<file path="src/rtl/proc_defs.sv">
// Shared processor definitions used by the X-stage mul/div sequencer.
package proc_defs;

  // Instruction field encodings seen in the X stage
  localparam logic [4:0] OP_RTYPE = 5'b00000;
  localparam logic [4:0] ALU_MUL  = 5'b00110;
  localparam logic [4:0] ALU_DIV  = 5'b00111;

  // Exception reporting through $rstatus
  localparam int STATUS_REG = 30;
  localparam int MUL_EXC    = 4;
  localparam int DIV_EXC    = 5;

  // Sequencer state encoding
  typedef enum logic [1:0] {
    S_IDLE = 2'd0,
    S_BUSY = 2'd1,
    S_DONE = 2'd2
  } state_e;

  // True for an R-type instruction whose ALUop selects mul or div
  function automatic logic is_muldiv(input logic [4:0] opcode, input logic [4:0] aluop);
    return (opcode == OP_RTYPE) && ((aluop == ALU_MUL) || (aluop == ALU_DIV));
  endfunction

endpackage

</file>
<file path="src/rtl/iter_counter.sv">
// Iteration counter for the multi-cycle datapath: clear on load, count steps,
// flag the last step.
module iter_counter #(
  parameter int ITER  = 32,
  parameter int CNT_W = 6
) (
  input  logic             clock,
  input  logic             reset,
  input  logic             clr,
  input  logic             en,
  output logic [CNT_W-1:0] count,
  output logic             terminal
);

  logic [CNT_W-1:0] count_q;
  logic [CNT_W-1:0] count_d;

  // Clear has priority over enable so a new load always starts from zero
  always_comb begin
    count_d = count_q;
    if (clr)     count_d = '0;
    else if (en) count_d = count_q + 1'b1;
  end

  // Counter register, synchronously reset
  always_ff @(posedge clock) begin
    if (reset) count_q <= '0;
    else       count_q <= count_d;
  end

  assign count    = count_q;
  assign terminal = (count_q == CNT_W'(ITER - 1));

endmodule

</file>
<file path="src/rtl/multdiv_sequencer.sv">
// X-stage sequencer for the iterative multiply/divide datapath. Stalls the
// front of the pipe, loads and steps the datapath, then issues a one-cycle
// writeback of either the result or an exception code to $rstatus.
module multdiv_sequencer #(
  parameter int ITER       = 32,
  parameter int CNT_W      = 6,
  parameter int STATUS_REG = proc_defs::STATUS_REG,
  parameter int MUL_EXC    = proc_defs::MUL_EXC,
  parameter int DIV_EXC    = proc_defs::DIV_EXC
) (
  input  logic        clock,
  input  logic        reset,
  input  logic        valid_in,
  input  logic [4:0]  opcode,
  input  logic [4:0]  aluop,
  input  logic [4:0]  rd_in,
  input  logic [31:0] operand_b,
  input  logic        flush,
  input  logic        dp_overflow,
  output logic        stall,
  output logic        dp_load,
  output logic        dp_step,
  output logic        dp_is_div,
  output logic        wb_valid,
  output logic [4:0]  wb_rd,
  output logic        wb_use_status,
  output logic [31:0] wb_status,
  output logic        busy
);

  import proc_defs::state_e;
  import proc_defs::S_IDLE;
  import proc_defs::S_BUSY;
  import proc_defs::S_DONE;
  import proc_defs::ALU_DIV;
  import proc_defs::is_muldiv;

  state_e     state_q, state_d;
  logic [4:0] rd_q, rd_d;
  logic       is_div_q, is_div_d;
  logic       dz_q, dz_d;

  logic             req;
  logic             cnt_clr;
  logic             cnt_en;
  logic             cnt_last;
  logic [CNT_W-1:0] cnt_val;
  logic             done_act;
  logic             exc;

  iter_counter #(
    .ITER  (ITER),
    .CNT_W (CNT_W)
  ) u_cnt (
    .clock    (clock),
    .reset    (reset),
    .clr      (cnt_clr),
    .en       (cnt_en),
    .count    (cnt_val),
    .terminal (cnt_last)
  );

  // Request qualification: reset and flush both block a new operation
  assign req = ~reset & valid_in & ~flush & is_muldiv(opcode, aluop);

  // Next-state and datapath control decode
  always_comb begin
    state_d  = state_q;
    rd_d     = rd_q;
    is_div_d = is_div_q;
    dz_d     = dz_q;
    stall    = 1'b0;
    dp_load  = 1'b0;
    dp_step  = 1'b0;
    cnt_clr  = 1'b0;
    cnt_en   = 1'b0;
    case (state_q)
      S_IDLE: begin
        if (req) begin
          stall    = 1'b1;
          dp_load  = 1'b1;
          cnt_clr  = 1'b1;
          rd_d     = rd_in;
          is_div_d = (aluop == ALU_DIV);
          dz_d     = (aluop == ALU_DIV) && (operand_b == '0);
          // Divide by zero skips the datapath entirely
          state_d  = dz_d ? S_DONE : S_BUSY;
        end
      end
      S_BUSY: begin
        stall   = 1'b1;
        dp_step = 1'b1;
        cnt_en  = 1'b1;
        if (flush)         state_d = S_IDLE;
        else if (cnt_last) state_d = S_DONE;
      end
      S_DONE: begin
        // X still holds the finished instruction here, so req is not looked at
        state_d = S_IDLE;
      end
      default: state_d = S_IDLE;
    endcase
    // Keep every strobe quiet while reset is asserted
    if (reset) begin
      stall   = 1'b0;
      dp_load = 1'b0;
      dp_step = 1'b0;
    end
  end

  // State and latched-operation registers
  always_ff @(posedge clock) begin
    if (reset) begin
      state_q  <= S_IDLE;
      rd_q     <= '0;
      is_div_q <= 1'b0;
      dz_q     <= 1'b0;
    end else begin
      state_q  <= state_d;
      rd_q     <= rd_d;
      is_div_q <= is_div_d;
      dz_q     <= dz_d;
    end
  end

  // Writeback decode: exception redirects the write to $rstatus
  always_comb begin
    done_act      = (state_q == S_DONE) & ~reset;
    exc           = dz_q | (~is_div_q & dp_overflow);
    wb_valid      = done_act & ~flush;
    wb_use_status = done_act & exc;
    wb_rd         = '0;
    wb_status     = '0;
    if (done_act) begin
      wb_rd = exc ? 5'(STATUS_REG) : rd_q;
      if (exc) wb_status = dz_q ? 32'(DIV_EXC) : 32'(MUL_EXC);
    end
  end

  assign dp_is_div = is_div_q;
  assign busy      = (state_q != S_IDLE) & ~reset;

endmodule

</file>
<file path="config.mk">
export PLATFORM = sky130hd
export DESIGN_NAME = multdiv_sequencer
export DESIGN_NICKNAME = d
export VERILOG_FILES = /design/src/rtl/proc_defs.sv /design/src/rtl/iter_counter.sv /design/src/rtl/multdiv_sequencer.sv
export SDC_FILE = /design/constraint.sdc
export NUM_CORES = 1
export LEC_CHECK = 0
export CORE_ASPECT_RATIO = 0.75
export CORE_UTILIZATION = 33
export DETAILED_ROUTE_END_ITERATION = 7
export GPL_ROUTABILITY_DRIVEN = 0
export HOLD_SLACK_MARGIN = 0.08
export MAX_ROUTING_LAYER = met4
export PLACE_DENSITY = 0.86
export SYNTH_ARGS = -nofsm -noshare
export SYNTH_HDL_FRONTEND = slang
export SYNTH_SLANG_ARGS = --single-unit
</file>
<file path="constraint.sdc">
create_clock -name clock -period 4.32 [get_ports clock]
set_clock_uncertainty 0.2 [all_clocks]
set_input_delay 0.864 -clock clock [delete_from_list [all_inputs] [get_ports clock]]
set_output_delay 0.864 -clock clock [all_outputs]
set_load 0.01 [all_outputs]
</file>
==> flow_summary_export.csv <==
group,metric,value,unit
outcome,status,"complete, no violations",
pwr,total_leakage_power,0.6435,nW
final_layout,final_area,1670,um^2
timing,worstMarginPinSlew,0.5966,ns
final_layout,antennaDiodeCount,0,
floorplan,core,2978,um^2
clock_network,cts_tree,"built",
worst_setup_path,r2r-end,"u_cnt.count[5]$_SDFFE_PP0P_",
synth,synth_cell_types,32,
drt,drt-initial-drc-count,67,
global_route,use_met1,17.80,%
pwr,internal-power,0.0002472,W
timing,period_minus_slack,3.887,ns
floorplan,start_util,35.17,%
clock_network,cts.repair.resized,0,
global_route,overflow,0,
clock_network,cts_buffer_depth,2,
global_route,grt_max_degree,14,
global_route,grt_pass1_vias,1011,
drt,dr.pass1.iters,4,
min_path,hold_path.class,"flip-flop to flip-flop",
drt,vias,1096,
pwr,power_frac_seq,43.4,%
worst_setup_path,cp_slowest_stage_delay,0.57,ns
floorplan,dieArea,3405,um^2
final_layout,utilization,56.09,%
drt,vias_per_cell,4.548,
worst_setup_path,end_kind,"output port",
worst_setup_path,worst-path-buf-inv,2,
synth,ys_warn_count,0,
synth,ys_seq_area_share,28.67,%
place,port_buffers,65,
clock_network,cts-buffers-inserted,3,
timing,slew_viol_final,0,
worst_setup_path,worstPathCellList,"clkdlybuf4s50_1, nor4_1, a31oi_1, nor3_1, clkdlybuf4s50_1",
global_route,track_usage,15.74,%
clock_network,clkSinkCount,15,
worst_setup_path,cp_slowest_cell,"clkdlybuf4s50_1",
final_layout,drive_above_1_share,3.941,%
worst_setup_path,crit_path_start,"reset",
timing,final.period_utilization,89.98,%
worst_setup_path,reg2reg_depth,4,
timing,slew_headroom,59.66,%
floorplan,io_pins,96,
final_layout,fill_cells,279,
worst_setup_path,critPathLaunchType,"primary input",
place,dp_hpwl,2.066,mm
final_layout,nets,257,
clock_network,htree_levels,1,
floorplan,die_h,50.79,um
synth,ys_seq_elements,15,
timing,worst_slack,0.4330,ns
clock_network,cts_setup_buffers,0,
timing,timing.hold.ws,0.2779,ns
global_route,grt_use_met2,27.17,%
worst_setup_path,regToRegSetupSlack,2.62,ns
timing,setup_tns,0,ns
synth,synthesis.area,1047,um^2
worst_setup_path,critical_path_class,"primary input to output port",
worst_setup_path,r2r-start,"state_q[0]$_SDFFE_PP0P_",
pwr,pwr-share-clk,35.6,%
drt,postRouteAntennaNets,0,
global_route,antenna_found_initial,0,
timing,fmax,0.2573,GHz
timing,finalHoldViolCount,0,
clock_network,root_buffer,"clkbuf_8",
synth,syn_inst,137,
worst_setup_path,worstPathRequired,3.26,ns
pwr,pwr-share-comb,21.0,%
worst_setup_path,arrival,2.82,ns
pwr,power_switching,0.00007166,W
drt,wl_per_cell,10.27,um
place,dp_slack,0.5197,ns
clock_network,clk_pin_slew,0.06,ns
synth,syn_area_per_cell,7.644,um^2
clock_network,ctsHoldBuffers,0,
pwr,peakVddDrop,0.09504,mV
pwr,p_sw_share,22.47,%
global_route,grt_first_pass_wirelength,4.029,mm
clock_network,clk_latency,0.24,ns
drt,drt_wl_total,2.474,mm
drt,drc,0,
global_route,busiest_layer,"met2",
timing,grt_setup_unrepaired,"no",
worst_setup_path,worstSetupEndpoint,"stall",
global_route,met3_usage,3.409,%
worst_setup_path,cpLargestDelayFamily,"buffers and inverters",
worst_setup_path,worst_path_most_repeated_cell,"clkdlybuf4s50_1",
timing,setup_viol,0,
final_layout,syn2layout_area_growth,59.50,%
worst_setup_path,cp.depth,5,
flow_run,drv_cap,0,
pwr,power_density,190.9,nW/um^2
floorplan,rows,17,
place,place_area,1625,um^2
floorplan,die_w,67.05,um
worst_setup_path,cp_max_fo,9,
==> routing by layer <==
layer / up-vias / routed length, um
li1: 540 / -
met1: 475 / 962
met2: 77 / 1158
met3: 4 / 320
met4: 0 / 33
met5: - / 0
==> area by class of cell <==
| type | instances | area [um^2] | area share (%) |
|---|---|---|---|
| flip-flops and latches | 15 | 300.3 | 17.98 |
| repair buffers | 67 | 665.6 | 39.85 |
| multi-input cells | 114 | 600.6 | 35.96 |
| clock buffers | 4 | 45.04 | 2.697 |
| well taps | 38 | 47.55 | 2.846 |
| inverters | 3 | 11.26 | 0.6742 |
==> cell usage after synthesis <==
| master | count | area [um^2] |
|---|---|---|
| a21o_1 | 1 | 7.510 |
| a21oi_1 | 3 | 15.01 |
| a21oi_2 | 1 | 8.760 |
| a31oi_1 | 1 | 6.260 |
| and2_1 | 2 | 12.51 |
| and3_1 | 1 | 6.260 |
| and4_1 | 1 | 8.760 |
| and4bb_2 | 1 | 12.51 |
| buf_4 | 31 | 232.7 |
| clkbuf_1 | 3 | 11.26 |
| conb_1 | 1 | 3.750 |
| dfxtp_1 | 15 | 300.3 |
| ha_1 | 1 | 12.51 |
| inv_1 | 3 | 11.26 |
| nand2_1 | 15 | 56.30 |
| nand2b_1 | 7 | 43.79 |
| nand3_1 | 1 | 5.000 |
| nand4_1 | 4 | 25.02 |
| nor2_1 | 9 | 33.78 |
| nor2b_1 | 2 | 12.51 |
| nor3_1 | 1 | 5.000 |
| nor3b_1 | 1 | 7.510 |
| nor4_1 | 9 | 56.30 |
| nor4b_1 | 1 | 8.760 |
| o21a_1 | 4 | 30.03 |
| o21ai_0 | 9 | 45.04 |
| o31ai_1 | 1 | 7.510 |
| or2_2 | 1 | 6.260 |
| or3_1 | 2 | 12.51 |
| or4_1 | 1 | 7.510 |
| xnor2_1 | 1 | 8.760 |
| xor2_1 | 3 | 26.28 |
==> sequential cells by signal, summed over array words and instances, names as in the netlist <==
register and flops:
state_q 2, dp_is_div 1, rd_q 5, u_cnt.count 6, dz_q 1
==> cells in the final DEF (no fill, tap or decap), drive strengths merged <==
| master | n |
|---|---|
| a31oi | 1 |
| or2 | 1 |
| nand4 | 4 |
| and4bb | 1 |
| nor3b | 1 |
| xnor2 | 1 |
| o21a | 4 |
| nor2 | 9 |
| ha | 1 |
| xor2 | 3 |
| a21oi | 4 |
| inv | 3 |
| nand2b | 7 |
| nor4 | 9 |
| and3 | 1 |
| or3 | 2 |
| or4 | 1 |
| a21o | 1 |
| and2 | 2 |
| nor4b | 1 |
| nor2b | 2 |
| conb | 30 |
| o21ai | 9 |
| nor3 | 1 |
| and4 | 1 |
| clkdlybuf4s50 | 65 |
| clkbuf | 4 |
| buf | 2 |
| dfxtp | 15 |
| nand2 | 15 |
| o31ai | 1 |
| nand3 | 1 |
==> stage by stage <==
stage / cells / power, W
floorplan: 166 / 0.0001797
global placement: 237 / 0.0002073
detailed placement: 237 / 0.0002080
CTS: 241 / 0.0003189
global route: 241 / 0.0003286
finish: 241 / 0.0003189
==> cells by family (layout without fill, tap and decap cells) <==
group,after synthesis,after routing,synth area share [%]
adders and majority gates,1,1,1.195
buffers and inverters,37,74,24.37
AOI/OAI and AO/OA,20,20,11.47
and+or+nand+nor,59,59,30.58
DFF,15,15,28.67
xor gates and xnor gates,4,4,3.346
other,1,30,0.3581
==> worst min-delay path by stage <==
stage,startpoint,end,slack (ns),cells past startpoint
after global routing,u_cnt.count[1]$_SDFFE_PP0P_,u_cnt.count[1]$_SDFFE_PP0P_,0.30,2
after floorplan,rd_q[0]$_SDFFE_PP0N_,rd_q[0]$_SDFFE_PP0N_,0.25,2
after global placement,rd_q[3]$_SDFFE_PP0N_,rd_q[3]$_SDFFE_PP0N_,0.27,2
after detailed placement,rd_q[1]$_SDFFE_PP0N_,rd_q[1]$_SDFFE_PP0N_,0.27,2
final,rd_q[1]$_SDFFE_PP0N_,rd_q[1]$_SDFFE_PP0N_,0.28,2
after CTS,rd_q[1]$_SDFFE_PP0N_,rd_q[1]$_SDFFE_PP0N_,0.28,2
==> power by group through the flow <==
stage	sequential (W)	combinational (W)	clock [W]
final	0.000138	0.0000670	0.000114
after global routing	0.000138	0.0000725	0.000118
after CTS	0.000138	0.0000669	0.000114
after detailed placement	0.000141	0.0000666	0
after global placement	0.000141	0.0000659	0
after floorplan	0.000141	0.0000383	0
==> worst register-to-register path: cells and delay by family (launching register included) <==
kind,cells,cell delay [ns]
compound gates,1,0.14
flops,1,0.39
simple gates,3,0.90
(Power assumes the default switching activity.)
